--- src/rtl/packet_assembler.sv ---
// Egress packet rebuilder: serialises headers A, B, C and a byte-aligned payload
// into one contiguous 64-bit stream, re-packing payload bytes 2 lanes up behind the 18 header bytes.
module packet_assembler (
  input  logic        clk,
  input  logic        rst,
  input  logic        header_a_valid,
  input  logic        header_b_valid,
  input  logic        header_c_valid,
  input  logic [47:0] header_a,
  input  logic [47:0] header_b,
  input  logic [47:0] header_c,
  input  logic        payload_valid,
  input  logic [63:0] payload,
  input  logic [7:0]  byte_enable,
  input  logic        sop,
  input  logic        eop,
  output logic        payload_ready,
  output logic        out_valid,
  input  logic        out_ready,
  output logic [63:0] out_data,
  output logic [7:0]  out_byte_enable,
  output logic        out_sop,
  output logic        out_eop,
  output logic        proto_err
);

  typedef enum logic [1:0] {IDLE, HDR1, BODY, FLUSH} state_t;

  state_t      state_q, state_d;
  logic [47:0] hdr_a_q, hdr_a_d, hdr_b_q, hdr_b_d, hdr_c_q, hdr_c_d;
  logic [2:0]  cap_q, cap_d;
  logic [15:0] carry_q, carry_d;
  logic        flush2_q, flush2_d;
  logic        first_q, first_d;
  logic        ov_q, ov_d;
  logic [63:0] od_q, od_d;
  logic [7:0]  obe_q, obe_d;
  logic        osop_q, osop_d;
  logic        oeop_q, oeop_d;
  logic        perr_q, perr_d;

  logic        slot_free, all_hdr, accept, any_hdr_v;
  logic [47:0] hdr_a_eff, hdr_b_eff;

  // Same-cycle header valids bypass the capture registers so beat0 can load at once.
  assign slot_free = !ov_q || out_ready;
  assign hdr_a_eff = header_a_valid ? header_a : hdr_a_q;
  assign hdr_b_eff = header_b_valid ? header_b : hdr_b_q;
  assign all_hdr   = (cap_q[0] || header_a_valid) && (cap_q[1] || header_b_valid) &&
                     (cap_q[2] || header_c_valid);
  assign any_hdr_v = header_a_valid || header_b_valid || header_c_valid;
  assign accept    = (state_q == BODY) && payload_valid && slot_free;

  assign payload_ready   = (state_q == BODY) && slot_free;
  assign out_valid       = ov_q;
  assign out_data        = od_q;
  assign out_byte_enable = obe_q;
  assign out_sop         = osop_q;
  assign out_eop         = oeop_q;
  assign proto_err       = perr_q;

  always_ff @(posedge clk) begin
    if (rst) begin
      state_q  <= IDLE;
      hdr_a_q  <= '0;
      hdr_b_q  <= '0;
      hdr_c_q  <= '0;
      cap_q    <= '0;
      carry_q  <= '0;
      flush2_q <= 1'b0;
      first_q  <= 1'b0;
      ov_q     <= 1'b0;
      od_q     <= '0;
      obe_q    <= '0;
      osop_q   <= 1'b0;
      oeop_q   <= 1'b0;
      perr_q   <= 1'b0;
    end else begin
      state_q  <= state_d;
      hdr_a_q  <= hdr_a_d;
      hdr_b_q  <= hdr_b_d;
      hdr_c_q  <= hdr_c_d;
      cap_q    <= cap_d;
      carry_q  <= carry_d;
      flush2_q <= flush2_d;
      first_q  <= first_d;
      ov_q     <= ov_d;
      od_q     <= od_d;
      obe_q    <= obe_d;
      osop_q   <= osop_d;
      oeop_q   <= oeop_d;
      perr_q   <= perr_d;
    end
  end

  always_comb begin
    state_d = state_q;
    case (state_q)
      IDLE:    if (all_hdr && slot_free) state_d = HDR1;
      HDR1:    if (slot_free) state_d = BODY;
      BODY:    if (accept && eop) state_d = byte_enable[6] ? FLUSH : IDLE;
      FLUSH:   if (slot_free) state_d = IDLE;
      default: state_d = IDLE;
    endcase
  end

  always_comb begin
    hdr_a_d  = hdr_a_q;
    hdr_b_d  = hdr_b_q;
    hdr_c_d  = hdr_c_q;
    cap_d    = cap_q;
    carry_d  = carry_q;
    flush2_d = flush2_q;
    first_d  = first_q;
    ov_d     = slot_free ? 1'b0 : ov_q;
    od_d     = od_q;
    obe_d    = obe_q;
    osop_d   = osop_q;
    oeop_d   = oeop_q;
    perr_d   = perr_q;

    if (state_q != IDLE && any_hdr_v) perr_d = 1'b1;
    if ((state_q == IDLE || state_q == HDR1) && payload_valid) perr_d = 1'b1;

    case (state_q)
      IDLE: begin
        if (header_a_valid) begin hdr_a_d = header_a; cap_d[0] = 1'b1; end
        if (header_b_valid) begin hdr_b_d = header_b; cap_d[1] = 1'b1; end
        if (header_c_valid) begin hdr_c_d = header_c; cap_d[2] = 1'b1; end
        if (all_hdr && slot_free) begin
          ov_d   = 1'b1;
          od_d   = {hdr_b_eff[15:0], hdr_a_eff};
          obe_d  = 8'hFF;
          osop_d = 1'b1;
          oeop_d = 1'b0;
        end
      end
      HDR1: begin
        if (slot_free) begin
          ov_d    = 1'b1;
          od_d    = {hdr_c_q[31:0], hdr_b_q[47:16]};
          obe_d   = 8'hFF;
          osop_d  = 1'b0;
          oeop_d  = 1'b0;
          carry_d = hdr_c_q[47:32];
          first_d = 1'b1;
        end
      end
      BODY: begin
        if (accept) begin
          ov_d    = 1'b1;
          od_d    = {payload[47:0], carry_q};
          osop_d  = 1'b0;
          carry_d = payload[63:48];
          first_d = 1'b0;
          if (first_q != sop) perr_d = 1'b1;
          // 7 or 8 valid bytes overflow this beat by 1 or 2 carry bytes.
          if (eop && byte_enable[6]) begin
            obe_d    = 8'hFF;
            oeop_d   = 1'b0;
            flush2_d = byte_enable[7];
          end else if (eop) begin
            obe_d  = {byte_enable[5:0], 2'b11};
            oeop_d = 1'b1;
            cap_d  = '0;
          end else begin
            obe_d  = 8'hFF;
            oeop_d = 1'b0;
          end
        end
      end
      FLUSH: begin
        if (slot_free) begin
          ov_d   = 1'b1;
          od_d   = {48'h0, carry_q};
          obe_d  = flush2_q ? 8'h03 : 8'h01;
          osop_d = 1'b0;
          oeop_d = 1'b1;
          cap_d  = '0;
        end
      end
      default: ;
    endcase
  end

endmodule

--- config.mk ---
export PLATFORM = sky130hd
export DESIGN_NAME = packet_assembler
export DESIGN_NICKNAME = d
export VERILOG_FILES = /design/src/rtl/packet_assembler.sv
export SDC_FILE = /design/constraint.sdc
export NUM_CORES = 1
export LEC_CHECK = 0
export CAP_MARGIN = 10
export CORE_ASPECT_RATIO = 1.25
export CORE_MARGIN = 8
export CORE_UTILIZATION = 52
export DETAILED_ROUTE_END_ITERATION = 8
export PLACE_DENSITY = 0.89
export SYNTH_ARGS = -nofsm -noshare
export SYNTH_HDL_FRONTEND = slang
export SYNTH_SLANG_ARGS = --single-unit
--- constraint.sdc ---
create_clock -name clk -period 4.3 [get_ports clk]
set_input_delay 0.86 -clock clk [delete_from_list [all_inputs] [get_ports clk]]
set_output_delay 0.86 -clock clk [all_outputs]
set_load 0.05 [all_outputs]
; Yosys cells after proc, flatten, opt, wreduce, memory -nomap -nowiden
; Cells that the tools add are included.
; W data, S select, Z words.
[totals]
register_bits = 243
inputBits = 225
out_inout_bits = 77
word_cells = 118
[classes]
n_eq_ne = 15
muxes = 53
reduce_logical = 33
[ops]
columns = operator, count
row1 = $mux W64, 4
row2 = $pmux W64 S4, 1
row3 = $mux W16, 3
row4 = $mux W48, 1
row5 = $mux W8, 6
row6 = $pmux W16 S2, 1
row7 = $pmux W8 S4, 1
row8 = $mux W1, 20
row9 = $ne A2 B2 Y1 const B, 9
row10 = $reduce_and A6 Y1, 3
row11 = $mux W2, 6
row12 = $mux W3, 4
row13 = $logic_and A1 B1 Y1, 10
row14 = $pmux W3 S3, 1
row15 = $reduce_and A3 Y1, 3
row16 = $pmux W2 S4, 1
row17 = $reduce_and A4 Y1, 2
row18 = $logic_or A1 B1 Y1, 7
row19 = $pmux W1 S3, 2
row20 = $eq A2 B2 Y1 const B, 2
row21 = $ne A2 B1 Y1 const B, 2
row22 = $pmux W1 S4, 1
row23 = $reduce_and A2 Y1, 2
row24 = $reduce_bool A2 Y1, 2
row25 = other kinds (7), 7

; Depth between registers and ports, before layout
; Gate-level depths: netlist (run 1).
[depth]
depth_word = 8
depth_mapped = 7
mapped_depth_nobuf = 4

; Worst setup path after synthesis (run 1)
; No wires, ideal clock.
[synth_path]
kind = input to output
from = input port out_ready
to = output port payload_ready
arrival_time_ns = 1.979
required_ns = 3.440
setup_slack_ns = 1.461
stages = 4
n_path_buf = 2
path_cell_list = nand2b_1 clkbuf_1 clkbuf_1 and2_1
[synth_via]
elab_chain_cells = 2
[synth_lines]
columns = item, line_no
row1 = start: declaration, 19  ; input logic out_ready,
row2 = $logic_or A1 B1 Y1, 46  ; assign slot_free = !ov_q || out_ready;
row3 = $logic_and A1 B1 Y1, 54  ; assign payload_ready = (state_q == BODY) && slot_free;
row4 = end: declaration, 17  ; output logic payload_ready,
; No other way between the ends.

; Final worst setup path (run 1)
[layout_path]
from = register state_q[1]
to = output port payload_ready
[layout_via]
elab_chain_cells = 2
[layout_lines]
columns = item, line_no
row1 = start: declaration, 29  ; state_t state_q, state_d;
row2 = start signal: assignment, 79  ; state_q <= state_d;
row3 = $eq A2 B2 Y1, 54
row4 = $logic_and A1 B1 Y1, 54
; No other way between the ends.

==> flow_summary.ini, run 1 <==
[yosys]
ys_async_sr_fraction = 0
synth_cell_type_count = 41
ys_seq_area_frac = 0.4632
synth.top_cell.area_share = 0.4632
synth_top_cell_by_area = dfxtp_1
avgSynthCellArea_um2 = 8.128
ys_top_cells_by_area = dfxtp_1, nand2_1, a21oi_1
synth_seq_cells = 243
netlist_area_um2 = 10500
synth_edf_count = 0
syn_inst = 1292
yosys_warnings = 0
synth-main-ff-cell = dfxtp_1
syn_nets = 1517

[global_route]
grt_start_max_net_pins = 102
grt_pass1_wl_mm = 54.14
grt_pass1_vias = 10230
grt_use_total = 0.2683
grt_overflow = 0
grt_antenna_before_repair = 2

[routing]
final_antenna_net_count = 0
drc = 0
post_drt_wl_per_cell_um = 19.47
first_pass_iters = 5
drt_iter0_drc = 768
viasPerCell = 5.735
wirelength_mm = 35.17
num_vias = 10360

[finish]
num-fill-cells = 1502
syn2layout_area_growth_pct = 36.17
drive_gt1_frac = 0.07883
final_cell_mix = nand2_1, clkdlybuf4s50_1, dfxtp_1
final_common_cell = nand2_1
nNetsFinal = 1743
instances_no_fill = 1806

[sta]
holdWs_ps = 454.0
tightest_slew_ps = 1068
final.setup.tns_ps = 0
max_slew_margin = 0.2877
max_freq_ghz = 0.2730
fin_crit_ps = 3662
timing.final.crit_share = 0.8517
slew_violations = 0
finalHoldViolations = 0
setup-violations-final = 0
grt_setup_unrepaired = false
skew_ps = 7.780

[critical_path]
crit_top_cell = buf_4
cpLargestDelayFamily = flip-flops
critPathSlowestCell = dfxtp_2
startpoint_type = register
cpPeakStageDelay_ps = 900
cp-startpoint = state_q[1]
reg2reg_slack_ps = 1150
cp_cell_sequence = buf_4, nor2b_4, and2_1, buf_4
critPathMaxFanout = 36
r2r-start = state_q[1]
end_kind = primary output
cp_data_required_time_ps = 3440
arrival_ps = 2800
worst-setup-path-type = reg -> out
critPathBufInv = 2

[clocking]
postCtsSetupBuffers = 0
h-tree-depth = 1
clkSinkCount = 243
cts_buffers = 24
cts_root_buf = clkbuf_16
clk_latency_ps = 510
cts_tree = done
post_cts_resized = 0
clk_path_buf_depth = 3
clkTransAtPathRegs_ps = 60
cts_hold_buf = 0

[placed_design]
globalplace.congestion = 0.8602
port_buffers = 301
post-dp-hpwl_mm = 24.09
dp.cells = 1762

[run]
cap_violations = 0

[worst_hold_path]
hp-class = reg -> reg
hold_start = hdr_a_q[3]

[pwr]
powerDensity_nw_per_um2 = 461.8
p_total_mw = 6.603
irDropWorstVdd_mv = 0.3279
leakage_nw = 5.132

[die]
coreArea_um2 = 19960
die-area_um2 = 25030
dieWidth_um = 143.1
die_h_um = 174.9
rows = 58
io_pins = 302
initial_core_util = 0.5262

[outcome]
status = completed
-- tightest hold or removal path, stage by stage (launching register included) --
cell	delay (ps)
dfxtp_1	310
nand2_1	50
a21oi_1	50
-- path summary, 6_finish.rpt --
| check | endpoint | depth (start not counted) |
|---|---|---|
| max | payload_ready | 4 |
| min | hdr_a_q[3] | 2 |
| max reg2reg | out_data[34] | 5 |
| min reg2reg | hdr_a_q[3] | 2 |
-- cell type report --
| class | instances | area (µm²) | area share |
|---|---|---|---|
| Inverter | 18 | 67.56 | 0.004725 |
| Clock buffer | 36 | 716.9 | 0.05014 |
| Antenna cell | 1 | 2.502 | 0.0001750 |
| Clock inverter | 7 | 110.1 | 0.007700 |
| Timing Repair Buffer | 317 | 3139 | 0.2195 |
| Tap cell | 270 | 337.8 | 0.02362 |
| Multi-Input combinational cell | 914 | 5059 | 0.3537 |
| Sequential cell | 243 | 4867 | 0.3404 |
-- sequential cells by signal, summed over array words and instances, names as in the netlist --
name	cells
out_data	64
out_valid	1
out_eop	1
flush2_q	1
proto_err	1
hdr_b_q	48
state_q	2
carry_q	16
hdr_c_q	48
out_sop	1
hdr_a_q	48
first_q	1
cap_q	3
out_byte_enable	8
-- cells in the mapped netlist, types with 3 or more instances --
master,number
nand3b_1,5
a311oi_1,16
and3_1,5
clkbuf_1,52
o22ai_1,17
nor3_1,9
o21a_1,3
o211ai_1,12
a22o_1,16
buf_2,41
nand2_1,354
nor2_1,24
mux2i_1,49
buf_4,14
buf_1,8
a31o_2,17
o21ai_0,51
inv_1,17
mux2_2,32
and3b_1,4
a211oi_1,39
a21oi_1,225
dfxtp_1,243
nor2b_1,4
a22oi_1,13
-- kinds of logic after synthesis --
| group | count (synthesis) | synth area share |
|---|---|---|
| compound gates | 416 | 0.2364 |
| xor+xnor | 1 | 0.0008342 |
| buf+inv | 135 | 0.05957 |
| flops | 243 | 0.4632 |
| mux | 81 | 0.08102 |
| simple gates | 416 | 0.1589 |
-- routing by layer --
layer | wire [µm] | track usage | share of wire | vias to the layer above
li1 | - | - | - | 4935
met1 | 13380 | 0.3142 | 0.38 | 4819
met2 | 16990 | 0.4510 | 0.48 | 494
met3 | 3115 | 0.06117 | 0.089 | 107
met4 | 1666 | 0.1300 | 0.047 | 2
met5 | 11 | 0 | 0.00031 | -
-- power breakdown --
group	internal, mW	leakage [nW]	switching (mW)
logic	0.679	2.72	1.08
registers	2.49	2.00	0.153
clock network	1.33	0.409	0.872
total	4.50	5.13	2.10
-- metrics by stage --
| stage | instance area (µm²) | setup slack, ps | util |
|---|---|---|---|
| after floorplan | 10500 | 1461 | - |
| after global placement | 13470 | 446.2 | 0.6750 |
| after detailed placement | 13470 | 415.6 | 0.6750 |
| after CTS | 14300 | 648.4 | 0.7164 |
| after global routing | 14300 | 566.1 | 0.7166 |
| final | 14300 | 637.7 | 0.7166 |
Power figures use the tool's default switching activity.
==> run 2: changes to the inputs <==
--- a/config.mk
+++ b/config.mk
@@ -7,10 +7,11 @@
 export LEC_CHECK = 0
 export CAP_MARGIN = 10
 export CORE_ASPECT_RATIO = 1.25
-export CORE_MARGIN = 8
+export CORE_MARGIN = 2
 export CORE_UTILIZATION = 52
 export DETAILED_ROUTE_END_ITERATION = 8
 export PLACE_DENSITY = 0.89
+export SETUP_SLACK_MARGIN = 0.4
 export SYNTH_ARGS = -nofsm -noshare
 export SYNTH_HDL_FRONTEND = slang
 export SYNTH_SLANG_ARGS = --single-unit
==> run 2 against run 1 <==
  * Non-clock buffer count increased by 2
  * Flip-flop and latch count unchanged
  * Routed wire length decreased by 4.6%
  * Sequential power about the same
  * Clock power about the same
==> flow_summary.ini, run 2 (same netlist as run 1, synthesis figures left out) <==
[routing]
viasPerCell = 5.806
num_vias = 10520
final_antenna_net_count = 0
drc = 0
post_drt_wl_per_cell_um = 18.54
wirelength_mm = 33.57
first_pass_iters = 5
drt_iter0_drc = 983

[clocking]
cts_hold_buf = 0
postCtsSetupBuffers = 0
h-tree-depth = 1
clk_latency_ps = 510
cts_root_buf = clkbuf_16
clkTransAtPathRegs_ps = 60
cts_tree = done
post_cts_resized = 0
cts_buffers = 24
clk_path_buf_depth = 3
clkSinkCount = 243

[placed_design]
globalplace.congestion = 0.8284
place_area_um2 = 13470
post-dp-hpwl_mm = 22.22
port_buffers = 301

[worst_hold_path]
hold_end = hdr_a_q[32]
hold_start = hdr_a_q[32]
min_path_cells = 2
hp-class = reg -> reg

[critical_path]
cp_data_required_time_ps = 4660
end_kind = register
r2r-start = state_q[1]
reg2reg_depth = 5
startpoint_type = primary input
arrival_ps = 3640
reg2reg_to = out_data[5]
critPathMaxFanout = 40
reg2reg_slack_ps = 1250
worst-setup-path-type = in -> reg

[die]
coreArea_um2 = 19960
die-area_um2 = 21350
io_pins = 302
initial_core_util = 0.5262
dieWidth_um = 131.1
rows = 58
die_h_um = 162.9

[pwr]
p_seq_frac = 0.403
leakage_nw = 5.141
p_sw_mw = 2.105
clock_power_share = 0.330
irDropWorstVdd_mv = 0.3293
p_sw_frac = 0.3204
p_comb_frac = 0.268
powerDensity_nw_per_um2 = 459.2
p_int_mw = 4.466

[finish]
final-seq-area_um2 = 4867
finish.instance_area_um2 = 14310
syn2layout_area_growth_pct = 36.26
final_cell_mix = nand2_1, clkdlybuf4s50_1, dfxtp_1
largest_register_ffs = 64
num-fill-cells = 1497
multi_input_area_um2 = 5059
nNetsFinal = 1745
final_common_cell = nand2_1
drive_gt1_frac = 0.08127

[outcome]
status = completed

[sta]
grt_setup_unrepaired = false
slew_violations = 0
final.setup.tns_ps = 0
fin_crit_ps = 3278
max_slew_margin = 0.2867
max_freq_ghz = 0.3051
tightest_slew_ps = 1070
skew_ps = 17.81
timing.final.crit_share = 0.7623
finalHoldViolations = 0
setup-violations-final = 0

[run]
cap_violations = 0

[global_route]
grt_use_total = 0.2985
grt_pass1_vias = 9961
grt_start_max_net_pins = 100
grt_antenna_before_repair = 3
grt_pass1_wl_mm = 52.05
grt_overflow = 0
-- run 2: changes by cell type in the layout (fill, tap and decap cells not counted), sizes merged --
cell / previous run / this run
bufinv: 3 / 2
clkinv: 4 / 6
diode: 1 / 3
buf: 19 / 21
-- run 2: critical path: stages --
cell and delay (ps):
clkdlybuf4s50_1 560, o22ai_1 190, o31a_1 620, nor2_4 900
buf_4 360, o22ai_1 100
-- run 2: through the flow --
stage	hold slack [ps]	std cells	power [mW]	util	worst slack [ps]
3_5_place_dp	443.9	1764	4.422	0.6751	604.9
4_1_cts	452.7	1808	6.586	0.7166	1162
5_1_grt	470.2	1810	6.828	0.7169	920.7
3_3_place_gp	437.7	1764	4.375	0.6751	716.3
6_report	451.6	1811	6.571	0.7170	1022
2_1_floorplan	431.5	1292	3.777	-	1461
-- run 2: power groups by stage --
| stage | Clock [mW] | Combinational [mW] | Sequential (mW) |
|---|---|---|---|
| after floorplan | 0 | 0.761 | 3.02 |
| after CTS | 2.20 | 1.75 | 2.64 |
| final | 2.17 | 1.76 | 2.65 |
| after global routing | 2.29 | 1.87 | 2.67 |
| after global placement | 0 | 1.70 | 2.68 |
| after detailed placement | 0 | 1.74 | 2.69 |
-- run 2: how the worst max path moves through the flow --
stage                         end            from  cells after the start  slack [ps]
finish                out_data[5]  header_c_valid                      6        1020
global route          out_data[2]  header_c_valid                      6         920
CTS                   out_data[5]  header_c_valid                      6        1160
detailed placement    out_data[5]  header_c_valid                      6         600
global placement     out_data[15]  header_b_valid                      6         720
floorplan           payload_ready       out_ready                      4        1460
-- run 2: cell type report --
class | instances | area share
multi-input cells | 914 | 0.3535
flip-flops and latches | 243 | 0.3402
repair buffers | 319 | 0.2196
clock buffers | 36 | 0.05080
well taps | 270 | 0.02361
clock inverters | 8 | 0.007083
inverters | 18 | 0.004722
diodes | 3 | 0.0005247
-- run 2: per-layer routing --
metal  track usage  vias up  routed length, µm
met5             0        -                  0
met4        0.1319        0               1552
met2        0.5134      538              16370
li1              -     4939                  -
met1        0.3653     4943              12920
met3       0.05789       95               2722
